===== src/rtl/layer_spike_scheduler_pkg.sv =====
// ============================================================================
// Module   : layer_sched_pkg
// Purpose  : Shared types and constants for the layer spike scheduler:
//            the sequencer state enum, the setup down-counter width and a
//            helper that sizes index/pointer fields.
// Revision : 1.0 - initial release
// ============================================================================
`default_nettype none

package layer_sched_pkg;

  // Width of the ROM settle down-counter; covers setup_cycles 0..15.
  localparam int SETUP_CNT_W = 4;

  typedef enum logic [2:0] {
    IDLE    = 3'd0,
    SETUP   = 3'd1,
    BCAST   = 3'd2,
    RELEASE = 3'd3,
    ACK     = 3'd4,
    DONE    = 3'd5
  } sched_state_t;

  // Bits needed to hold an index 0..n-1; never less than one bit so that a
  // single-requester build still has a legal (constant-zero) pointer.
  function automatic int idx_w(input int n);
    return (n > 1) ? $clog2(n) : 1;
  endfunction

endpackage

`default_nettype wire


===== src/rtl/layer_spike_scheduler_if.sv =====
// ============================================================================
// Module   : layer_spike_scheduler_if
// Purpose  : Bundles the requester-side and neuron-side handshake signals of
//            the layer spike scheduler.
// Signals  : req_in   - per-input spike request (4-phase)
//            ack_in   - per-input acknowledge, at most one bit high
//            rom_addr - one-hot weight ROM row select, zero when idle
//            req_out  - broadcast request to all neurons
//            ack_out  - per-neuron acknowledge
//            busy     - scheduler is not idle
// Modports : master - scheduler side (drives ack_in/rom_addr/req_out/busy)
//            slave  - environment side (drives req_in/ack_out)
// Revision : 1.0 - initial release
// ============================================================================
`default_nettype none

interface layer_spike_scheduler_if #(
  parameter int NEURONS_IN  = 4,
  parameter int NEURONS_OUT = 8
);

  logic [NEURONS_IN-1:0]  req_in;
  logic [NEURONS_IN-1:0]  ack_in;
  logic [NEURONS_IN-1:0]  rom_addr;
  logic                   req_out;
  logic [NEURONS_OUT-1:0] ack_out;
  logic                   busy;

  modport master (
    input  req_in,
    input  ack_out,
    output ack_in,
    output rom_addr,
    output req_out,
    output busy
  );

  modport slave (
    output req_in,
    output ack_out,
    input  ack_in,
    input  rom_addr,
    input  req_out,
    input  busy
  );

endinterface

`default_nettype wire


===== src/rtl/layer_spike_scheduler_arb.sv =====
// ============================================================================
// Module   : rr_arbiter_onehot
// Purpose  : Combinational round-robin picker. Searches the request vector
//            starting at i_ptr and wrapping, and returns the first pending
//            request as a one-hot grant plus its binary index.
// Ports    : i_req   - request vector
//            i_ptr   - index with highest priority this cycle
//            o_gnt   - one-hot grant (zero when nothing is pending)
//            o_idx   - binary index of the granted bit
//            o_valid - at least one request is pending
// Revision : 1.0 - initial release
// ============================================================================
`default_nettype none

module rr_arbiter_onehot
  import layer_sched_pkg::*;
#(
  parameter int N     = 4,
  parameter int IDX_W = idx_w(N)
) (
  input  wire logic [N-1:0]     i_req,
  input  wire logic [IDX_W-1:0] i_ptr,
  output logic      [N-1:0]     o_gnt,
  output logic      [IDX_W-1:0] o_idx,
  output logic                  o_valid
);

  logic [IDX_W-1:0] w_idx;

  // Walk the candidates in priority order ptr, ptr+1, ... (mod N); the first
  // pending one wins and later candidates are masked by o_valid.
  always_comb begin
    o_gnt   = '0;
    o_idx   = '0;
    o_valid = 1'b0;
    w_idx   = '0;
    for (int k = 0; k < N; k++) begin
      w_idx = IDX_W'((int'(i_ptr) + k) % N);
      if (!o_valid && i_req[w_idx]) begin
        o_valid      = 1'b1;
        o_gnt[w_idx] = 1'b1;
        o_idx        = w_idx;
      end
    end
  end

endmodule

`default_nettype wire


===== src/rtl/layer_spike_scheduler.sv =====
// ============================================================================
// Module   : layer_spike_scheduler
// Purpose  : Shares one layer's weight ROM and neuron bank between the input
//            spike requesters. Grants a pending request round-robin, drives
//            the one-hot ROM row, waits SETUP_CYCLES for the ROM to settle,
//            broadcasts req_out to every neuron, collects all neuron acks and
//            finishes the 4-phase handshake with the granted requester.
// Ports    : clk         - rising-edge clock
//            rst         - asynchronous active-high reset
//            spike_count - completed dispatches (LAYER_SPIKE_CNT_EN only)
//            bus         - handshake interface, master modport
// Macro    : LAYER_SPIKE_CNT_EN - adds the CNT_W-bit spike_count port and
//            its counter; absent otherwise.
// Revision : 1.0 - initial release
// ============================================================================
`default_nettype none

module layer_spike_scheduler
  import layer_sched_pkg::*;
#(
  parameter int NEURONS_IN   = 4,
  parameter int NEURONS_OUT  = 8,
  parameter int SETUP_CYCLES = 2
`ifdef LAYER_SPIKE_CNT_EN
  ,
  parameter int CNT_W        = 16
`endif
) (
  input  wire logic clk,
  input  wire logic rst,
`ifdef LAYER_SPIKE_CNT_EN
  output logic [CNT_W-1:0] spike_count,
`endif
  layer_spike_scheduler_if.master bus
);

  localparam int IDX_W = idx_w(NEURONS_IN);

  // Counter preload on the grant edge; with SETUP_CYCLES == 0 the SETUP
  // state is skipped and this value is never consumed.
  localparam logic [SETUP_CNT_W-1:0] c_SETUP_LOAD =
    SETUP_CNT_W'((SETUP_CYCLES > 0) ? SETUP_CYCLES - 1 : 0);
  localparam sched_state_t c_GRANT_NEXT = (SETUP_CYCLES == 0) ? BCAST : SETUP;

  sched_state_t            r_state;
  logic [IDX_W-1:0]        r_ptr;
  logic [NEURONS_IN-1:0]   r_gnt;
  logic [IDX_W-1:0]        r_gnt_idx;
  logic [NEURONS_IN-1:0]   r_rom_addr;
  logic                    r_req_out;
  logic [NEURONS_IN-1:0]   r_ack_in;
  logic [SETUP_CNT_W-1:0]  r_setup_cnt;

  sched_state_t            w_state_nxt;
  logic [IDX_W-1:0]        w_ptr_nxt;
  logic [NEURONS_IN-1:0]   w_gnt_nxt;
  logic [IDX_W-1:0]        w_gnt_idx_nxt;
  logic [NEURONS_IN-1:0]   w_rom_addr_nxt;
  logic                    w_req_out_nxt;
  logic [NEURONS_IN-1:0]   w_ack_in_nxt;
  logic [SETUP_CNT_W-1:0]  w_setup_cnt_nxt;

  logic [NEURONS_IN-1:0]   w_arb_gnt;
  logic [IDX_W-1:0]        w_arb_idx;
  logic                    w_arb_valid;

  rr_arbiter_onehot #(
    .N     (NEURONS_IN),
    .IDX_W (IDX_W)
  ) u_arb (
    .i_req   (bus.req_in),
    .i_ptr   (r_ptr),
    .o_gnt   (w_arb_gnt),
    .o_idx   (w_arb_idx),
    .o_valid (w_arb_valid)
  );

  // --------------------------------------------------------------------------
  // State and output registers. All handshake outputs are registered so the
  // ROM and neurons never see combinational glitches.
  // --------------------------------------------------------------------------
  always_ff @(posedge clk or posedge rst) begin
    if (rst) begin
      r_state     <= IDLE;
      r_ptr       <= '0;
      r_gnt       <= '0;
      r_gnt_idx   <= '0;
      r_rom_addr  <= '0;
      r_req_out   <= 1'b0;
      r_ack_in    <= '0;
      r_setup_cnt <= '0;
    end else begin
      r_state     <= w_state_nxt;
      r_ptr       <= w_ptr_nxt;
      r_gnt       <= w_gnt_nxt;
      r_gnt_idx   <= w_gnt_idx_nxt;
      r_rom_addr  <= w_rom_addr_nxt;
      r_req_out   <= w_req_out_nxt;
      r_ack_in    <= w_ack_in_nxt;
      r_setup_cnt <= w_setup_cnt_nxt;
    end
  end

  // --------------------------------------------------------------------------
  // Next-state and next-output logic.
  // --------------------------------------------------------------------------
  always_comb begin
    w_state_nxt     = r_state;
    w_ptr_nxt       = r_ptr;
    w_gnt_nxt       = r_gnt;
    w_gnt_idx_nxt   = r_gnt_idx;
    w_rom_addr_nxt  = r_rom_addr;
    w_req_out_nxt   = r_req_out;
    w_ack_in_nxt    = r_ack_in;
    w_setup_cnt_nxt = r_setup_cnt;

    case (r_state)
      IDLE: begin
        // The grant is latched here and held until DONE, so later changes on
        // req_in cannot move the ROM row mid-transaction.
        if (w_arb_valid) begin
          w_gnt_nxt       = w_arb_gnt;
          w_gnt_idx_nxt   = w_arb_idx;
          w_rom_addr_nxt  = w_arb_gnt;
          w_setup_cnt_nxt = c_SETUP_LOAD;
          w_req_out_nxt   = (SETUP_CYCLES == 0);
          w_state_nxt     = c_GRANT_NEXT;
        end
      end

      SETUP: begin
        // Neuron acks are deliberately not looked at while the ROM settles.
        if (r_setup_cnt == '0) begin
          w_req_out_nxt = 1'b1;
          w_state_nxt   = BCAST;
        end else begin
          w_setup_cnt_nxt = r_setup_cnt - 1'b1;
        end
      end

      BCAST: begin
        // Wait for every neuron; partial acks simply hold the broadcast.
        if (&bus.ack_out) begin
          w_req_out_nxt = 1'b0;
          w_state_nxt   = RELEASE;
        end
      end

      RELEASE: begin
        if (~|bus.ack_out) begin
          w_ack_in_nxt   = r_gnt;
          w_rom_addr_nxt = '0;
          w_state_nxt    = ACK;
        end
      end

      ACK: begin
        // A requester that dropped early is already low, so this passes at
        // once and the sequence still completes.
        if ((bus.req_in & r_gnt) == '0) begin
          w_ack_in_nxt = '0;
          w_state_nxt  = DONE;
        end
      end

      DONE: begin
        w_ptr_nxt   = (r_gnt_idx == IDX_W'(NEURONS_IN - 1)) ? '0 : r_gnt_idx + 1'b1;
        w_state_nxt = IDLE;
      end

      default: begin
        w_state_nxt = IDLE;
      end
    endcase
  end

  assign bus.rom_addr = r_rom_addr;
  assign bus.req_out  = r_req_out;
  assign bus.ack_in   = r_ack_in;
  assign bus.busy     = (r_state != IDLE);

`ifdef LAYER_SPIKE_CNT_EN
  // --------------------------------------------------------------------------
  // Completed-dispatch counter; wraps naturally at 2^CNT_W.
  // --------------------------------------------------------------------------
  logic [CNT_W-1:0] r_spike_count;

  always_ff @(posedge clk or posedge rst) begin
    if (rst) begin
      r_spike_count <= '0;
    end else if (r_state == DONE) begin
      r_spike_count <= r_spike_count + 1'b1;
    end
  end

  assign spike_count = r_spike_count;
`endif

  // --------------------------------------------------------------------------
  // Protocol properties.
  // --------------------------------------------------------------------------
  a_ack_in_onehot0 : assert property (@(posedge clk) disable iff (rst)
    $onehot0(r_ack_in));

  a_rom_addr_stable : assert property (@(posedge clk) disable iff (rst)
    r_req_out |=> $stable(r_rom_addr));

endmodule

`default_nettype wire

===== src/flat_wrapper.sv =====
// flat-port wrapper written by rule: the top's interface ports become plain ports
module layer_spike_scheduler_flat import layer_sched_pkg::*;
#(
  parameter int NEURONS_IN   = 4,
  parameter int NEURONS_OUT  = 8,
  parameter int SETUP_CYCLES = 2

)
  (clk, rst, bus_req_in, bus_ack_out, bus_ack_in, bus_rom_addr, bus_req_out, bus_busy);
  layer_spike_scheduler_if #(.NEURONS_IN(NEURONS_IN), .NEURONS_OUT(NEURONS_OUT)) bus_i ();
  input  wire logic clk;
  input  wire logic rst;
  input wire logic [$bits(bus_i.req_in)-1:0] bus_req_in;
  input wire logic [$bits(bus_i.ack_out)-1:0] bus_ack_out;
  output wire logic [$bits(bus_i.ack_in)-1:0] bus_ack_in;
  output wire logic [$bits(bus_i.rom_addr)-1:0] bus_rom_addr;
  output wire logic [$bits(bus_i.req_out)-1:0] bus_req_out;
  output wire logic [$bits(bus_i.busy)-1:0] bus_busy;
  assign bus_i.req_in = bus_req_in;
  assign bus_i.ack_out = bus_ack_out;
  assign bus_ack_in = bus_i.ack_in;
  assign bus_rom_addr = bus_i.rom_addr;
  assign bus_req_out = bus_i.req_out;
  assign bus_busy = bus_i.busy;
  layer_spike_scheduler #(.NEURONS_IN(NEURONS_IN), .NEURONS_OUT(NEURONS_OUT), .SETUP_CYCLES(SETUP_CYCLES)) u_core (.clk(clk), .rst(rst), .bus(bus_i));
endmodule

===== config.mk =====
export PLATFORM = sky130hd
export DESIGN_NAME = layer_spike_scheduler_flat
export DESIGN_NICKNAME = d
export VERILOG_FILES = /design/src/rtl/layer_spike_scheduler_pkg.sv /design/src/rtl/layer_spike_scheduler_if.sv /design/src/rtl/layer_spike_scheduler_arb.sv /design/src/rtl/layer_spike_scheduler.sv /design/src/flat_wrapper.sv
export SDC_FILE = /design/constraint.sdc
export NUM_CORES = 1
export LEC_CHECK = 0
export CAP_MARGIN = 40
export CORE_AREA = 2 2 58 60
export DETAILED_ROUTE_END_ITERATION = 10
export DIE_AREA = 0 0 60 62
export GPL_TIMING_DRIVEN = 1
export HOLD_SLACK_MARGIN = 0.1
export PLACE_DENSITY = 0.76
export SYNTH_ARGS = -nofsm -noshare
export SYNTH_HDL_FRONTEND = slang
export SYNTH_HIERARCHICAL = 1
export SYNTH_SLANG_ARGS = --single-unit

===== constraint.sdc =====
create_clock -name clk -period 2.92 [get_ports clk]
set_input_delay 0.584 -clock clk [delete_from_list [all_inputs] [get_ports clk]]
set_output_delay 0.584 -clock clk [all_outputs]
set_load 0.01 [all_outputs]

==> out/qor.txt <==
sequential-to-total area share from yosys stat - 0.3852
number of hold-slack violations in the final timing report - 0
Hold Path Cell Cnt - 1
share of async-settable or async-resettable flops after synthesis - 1.000
final wirelength - 3.616 mm
clock tree from TritonCTS - yes
Cell variety after synth - 37
Post-Synthesis Cell Area - 1559 um^2
final setup violation count - 0
Horiz. Die Dim - 60 um
sequential cell fraction of total power - 0.371
max-capacitance violation count - 0
number of buffers created by CTS - 3
mean area per synthesized cell - 10.61 um^2
aggregate global-route resource usage - 0.2168
count of buffers from port buffering - 23
share of Yosys cell area claimed by the top area cell type - 0.3852
CP Depth - 8
average wire length per cell after detail routing - 15.79 um
Int Power - 905.7 uW
switching share of power - 0.3522
number of enable-type register cells in the synthesized netlist - 0
number of buffers and inverters on the critical path - 2
detailed-router iteration count before antenna repair - 4
site row count - 21
Final #Nets - 206
cell type with the highest aggregate area in the netlist - sky130_fd_sc_hd__dfrtp_1
time the worst path needs with I/O delays and setup - 2598 ps
slew margin rel. - 0.5636
die area - 3720 um^2
class of the most critical hold timing path - reg -> reg
starting utilization of the core area - 0.4904
clock share of power - 0.179
multi-input combinational cell area - 879.6 um^2
number of diodes added for antenna fixing - 0
synthesized instance count - 147
growth of design area from synthesis to finish - 26.16%
number of synthesized register bits - 24
DR DRC count - 0
run status - finished clean
die height - 62 um
Largest stage delay, worst path - 560 ps
Core Area - 3179 um^2
Warnings, synthesis - 6
top cells by area in the synthesized netlist - sky130_fd_sc_hd__dfrtp_1, sky130_fd_sc_hd__ha_1, sky130_fd_sc_hd__mux2_2
highest clock rate - 0.3849 GHz
top cell family by delay on the critical path - simple AND/OR/NAND/NOR gates
power density over cell area - 710.9 nW/um^2
slowest cell on the critical path - sky130_fd_sc_hd__mux4_1
worst vdd ir - 328.5 uV
clock sinks - 24
number of global-route vias before repair - 1270
final cycle utilization of the critical path - 0.8897
post-CTS setup repair buffer count - 0
Final Slew Violations - 0
FF+latch area - 600.6 um^2
aggregate negative setup slack - 0 ps
post-route non-filler standard cell count - 229
Post-Syn Nets - 169
final setup skew - 6.841 ps
root buffer cell - sky130_fd_sc_hd__clkbuf_4
LEAKAGE - 0.0008804 uW
data required time of the worst path - 3140 ps
sw power - 492.5 uW
initial detailed-routing violation count - 105
H-tree level count - 1
final estimated routing congestion in global placement - 0.8069
share of power burned in combinational logic - 0.450
reg2reg path depth - 9
critical path data arrival time - 2810 ps
clock tree buffer depth - 2
post-CTS resize count - 0
dpl cells - 225
worst path cell trace - clkdlybuf4s50_1, mux4_1, nor3_1, nand2b_1, inv_1, nor2_4, a41o_1, or4_4
Antenna Violating Nets Remaining - 0
total number of vias - 1306
pin count of the biggest net entering global routing - 17
I/O pin count - 24
total overflow reported by the global router - 0
Post-CTS Hold Buffers - 0
setup repair after global routing missed its margin - false
half-perimeter wire length of the detailed placement result - 2.774 mm
layout cells sized above 1 - 0.1858
top post-synthesis cells by count - sky130_fd_sc_hd__dfrtp_1, sky130_fd_sc_hd__a22oi_1, sky130_fd_sc_hd__inv_1, sky130_fd_sc_hd__nand2_1, sky130_fd_sc_hd__nor2_1
Slew @ Worst Pin - 653.1 ps
post-CTS clock slew at the launch and capture registers of the worst setup and hold paths - 140 ps
crit start category - input pin
initial antenna violation count - 0
via density per instance - 5.703
Layout fillers - 255
endpoint type of the worst setup path - flip-flop
Critical Setup Path Class - in -> reg
wire length of the first global-routing pass - 5.913 mm
dominant register cell in the synthesized netlist - sky130_fd_sc_hd__dfrtp_1
maximum fanout along the worst path - 6
insertion delay to the later sink of the worst-skew pair - 330 ps
most frequent cell after synthesis - sky130_fd_sc_hd__dfrtp_1
==> power by group through the flow <==
stage | Combinational [uW] | Clock [uW] | Sequential (uW)
after global routing | 699 | 267 | 534
after CTS | 633 | 256 | 518
after global placement | 591 | 0 | 516
after detailed placement | 627 | 0 | 525
after floorplan | 405 | 0 | 525
final | 629 | 250 | 519
==> cells by family (layout without fill, tap and decap cells) <==
logic type      Yosys count  in the layout  share of synthesized area
compound gates           33             33                     0.1485
xor+xnor                  2              2                    0.01124
fa+ha+maj                 8              8                    0.06421
buf+inv                  15             51                    0.05056
flops                    24             24                     0.3852
mux                      18             18                     0.1589
simple gates             47             47                     0.1814
==> through the flow <==
stage	setup WS (ps)	hold WS, ps	util	area, um^2	power [uW]
after global routing	185.8	540.1	0.6187	1967	1501
after global placement	45.84	469.0	0.5974	1899	1107
after floorplan	242.2	455.4	-	1559	930.1
final	321.9	514.1	0.6187	1967	1398
after CTS	309.4	515.7	0.6187	1967	1406
after detailed placement	-46.11	489.2	0.6021	1914	1152
==> cell type report <==
type / instances / share of cell area
clock inverters: 1 / 0.01527
flip-flops and latches: 24 / 0.3053
repair buffers: 36 / 0.1705
clock buffers: 3 / 0.01145
inverters: 11 / 0.02099
well taps: 46 / 0.02926
multi-input cells: 108 / 0.4472
==> state kept, by name, summed over array words and instances (netlist names) <==
signal               cells
u_core/r_state           3
u_core/r_gnt_idx         2
u_core/bus.rom_addr      4
u_core/bus.ack_in        4
u_core/r_ptr             2
u_core/bus.req_out       1
u_core/r_setup_cnt       4
u_core/r_gnt             4
==> final timing paths <==
path                                startpoint                    to  slack, ps
setup / recovery                 bus_req_in[0]     u_core/r_state[0]        320
hold / removal             u_core/r_gnt_idx[0]       u_core/r_ptr[0]        510
setup reg to reg               u_core/r_ptr[1]     u_core/r_state[0]        400
hold reg to reg            u_core/r_gnt_idx[0]       u_core/r_ptr[0]        510
max in group asynchronous                  rst     u_core/r_state[2]       1950
min in group asynchronous                  rst  u_core/bus.ack_in[1]        530
==> layout by cell type, fill, tap and decap left out <==
cell type / count
sky130_fd_sc_hd__a21oi_1: 3
sky130_fd_sc_hd__a22o_1: 4
sky130_fd_sc_hd__a22oi_1: 11
sky130_fd_sc_hd__a32o_1: 1
sky130_fd_sc_hd__a41o_1: 1
sky130_fd_sc_hd__and2_4: 1
sky130_fd_sc_hd__and2b_2: 1
sky130_fd_sc_hd__buf_4: 12
sky130_fd_sc_hd__buf_8: 1
sky130_fd_sc_hd__bufinv_16: 1
sky130_fd_sc_hd__clkbuf_4: 3
sky130_fd_sc_hd__clkdlybuf4s50_1: 23
sky130_fd_sc_hd__dfrtp_1: 24
sky130_fd_sc_hd__ha_1: 8
sky130_fd_sc_hd__inv_1: 11
sky130_fd_sc_hd__mux2_2: 8
sky130_fd_sc_hd__mux2i_1: 6
sky130_fd_sc_hd__mux4_1: 2
sky130_fd_sc_hd__mux4_2: 2
sky130_fd_sc_hd__nand2_1: 11
sky130_fd_sc_hd__nand2b_1: 2
sky130_fd_sc_hd__nand3_1: 3
sky130_fd_sc_hd__nand3b_1: 2
sky130_fd_sc_hd__nand4_1: 1
sky130_fd_sc_hd__nor2_1: 9
sky130_fd_sc_hd__nor2_4: 1
sky130_fd_sc_hd__nor2b_1: 4
sky130_fd_sc_hd__nor3_1: 3
sky130_fd_sc_hd__nor3b_1: 1
sky130_fd_sc_hd__nor4_1: 4
sky130_fd_sc_hd__nor4b_4: 1
sky130_fd_sc_hd__o211ai_1: 1
sky130_fd_sc_hd__o21ai_0: 7
sky130_fd_sc_hd__o21ai_1: 1
sky130_fd_sc_hd__o221ai_1: 1
sky130_fd_sc_hd__o31ai_1: 3
sky130_fd_sc_hd__or3_4: 1
sky130_fd_sc_hd__or3b_4: 1
sky130_fd_sc_hd__or4_4: 1
sky130_fd_sc_hd__xor2_1: 2
==> routing by layer <==
metal  routed length [um]  track usage  vias up  share of wire
met5                    0            0        -              0
met2                 1860       0.3789       41           0.51
met3                  192      0.03313       11          0.053
met4                   71      0.09524        0          0.020
li1                     -            -      619              -
met1                 1491       0.2664      635           0.41
Note: power is estimated with default switching activity, not from simulation.
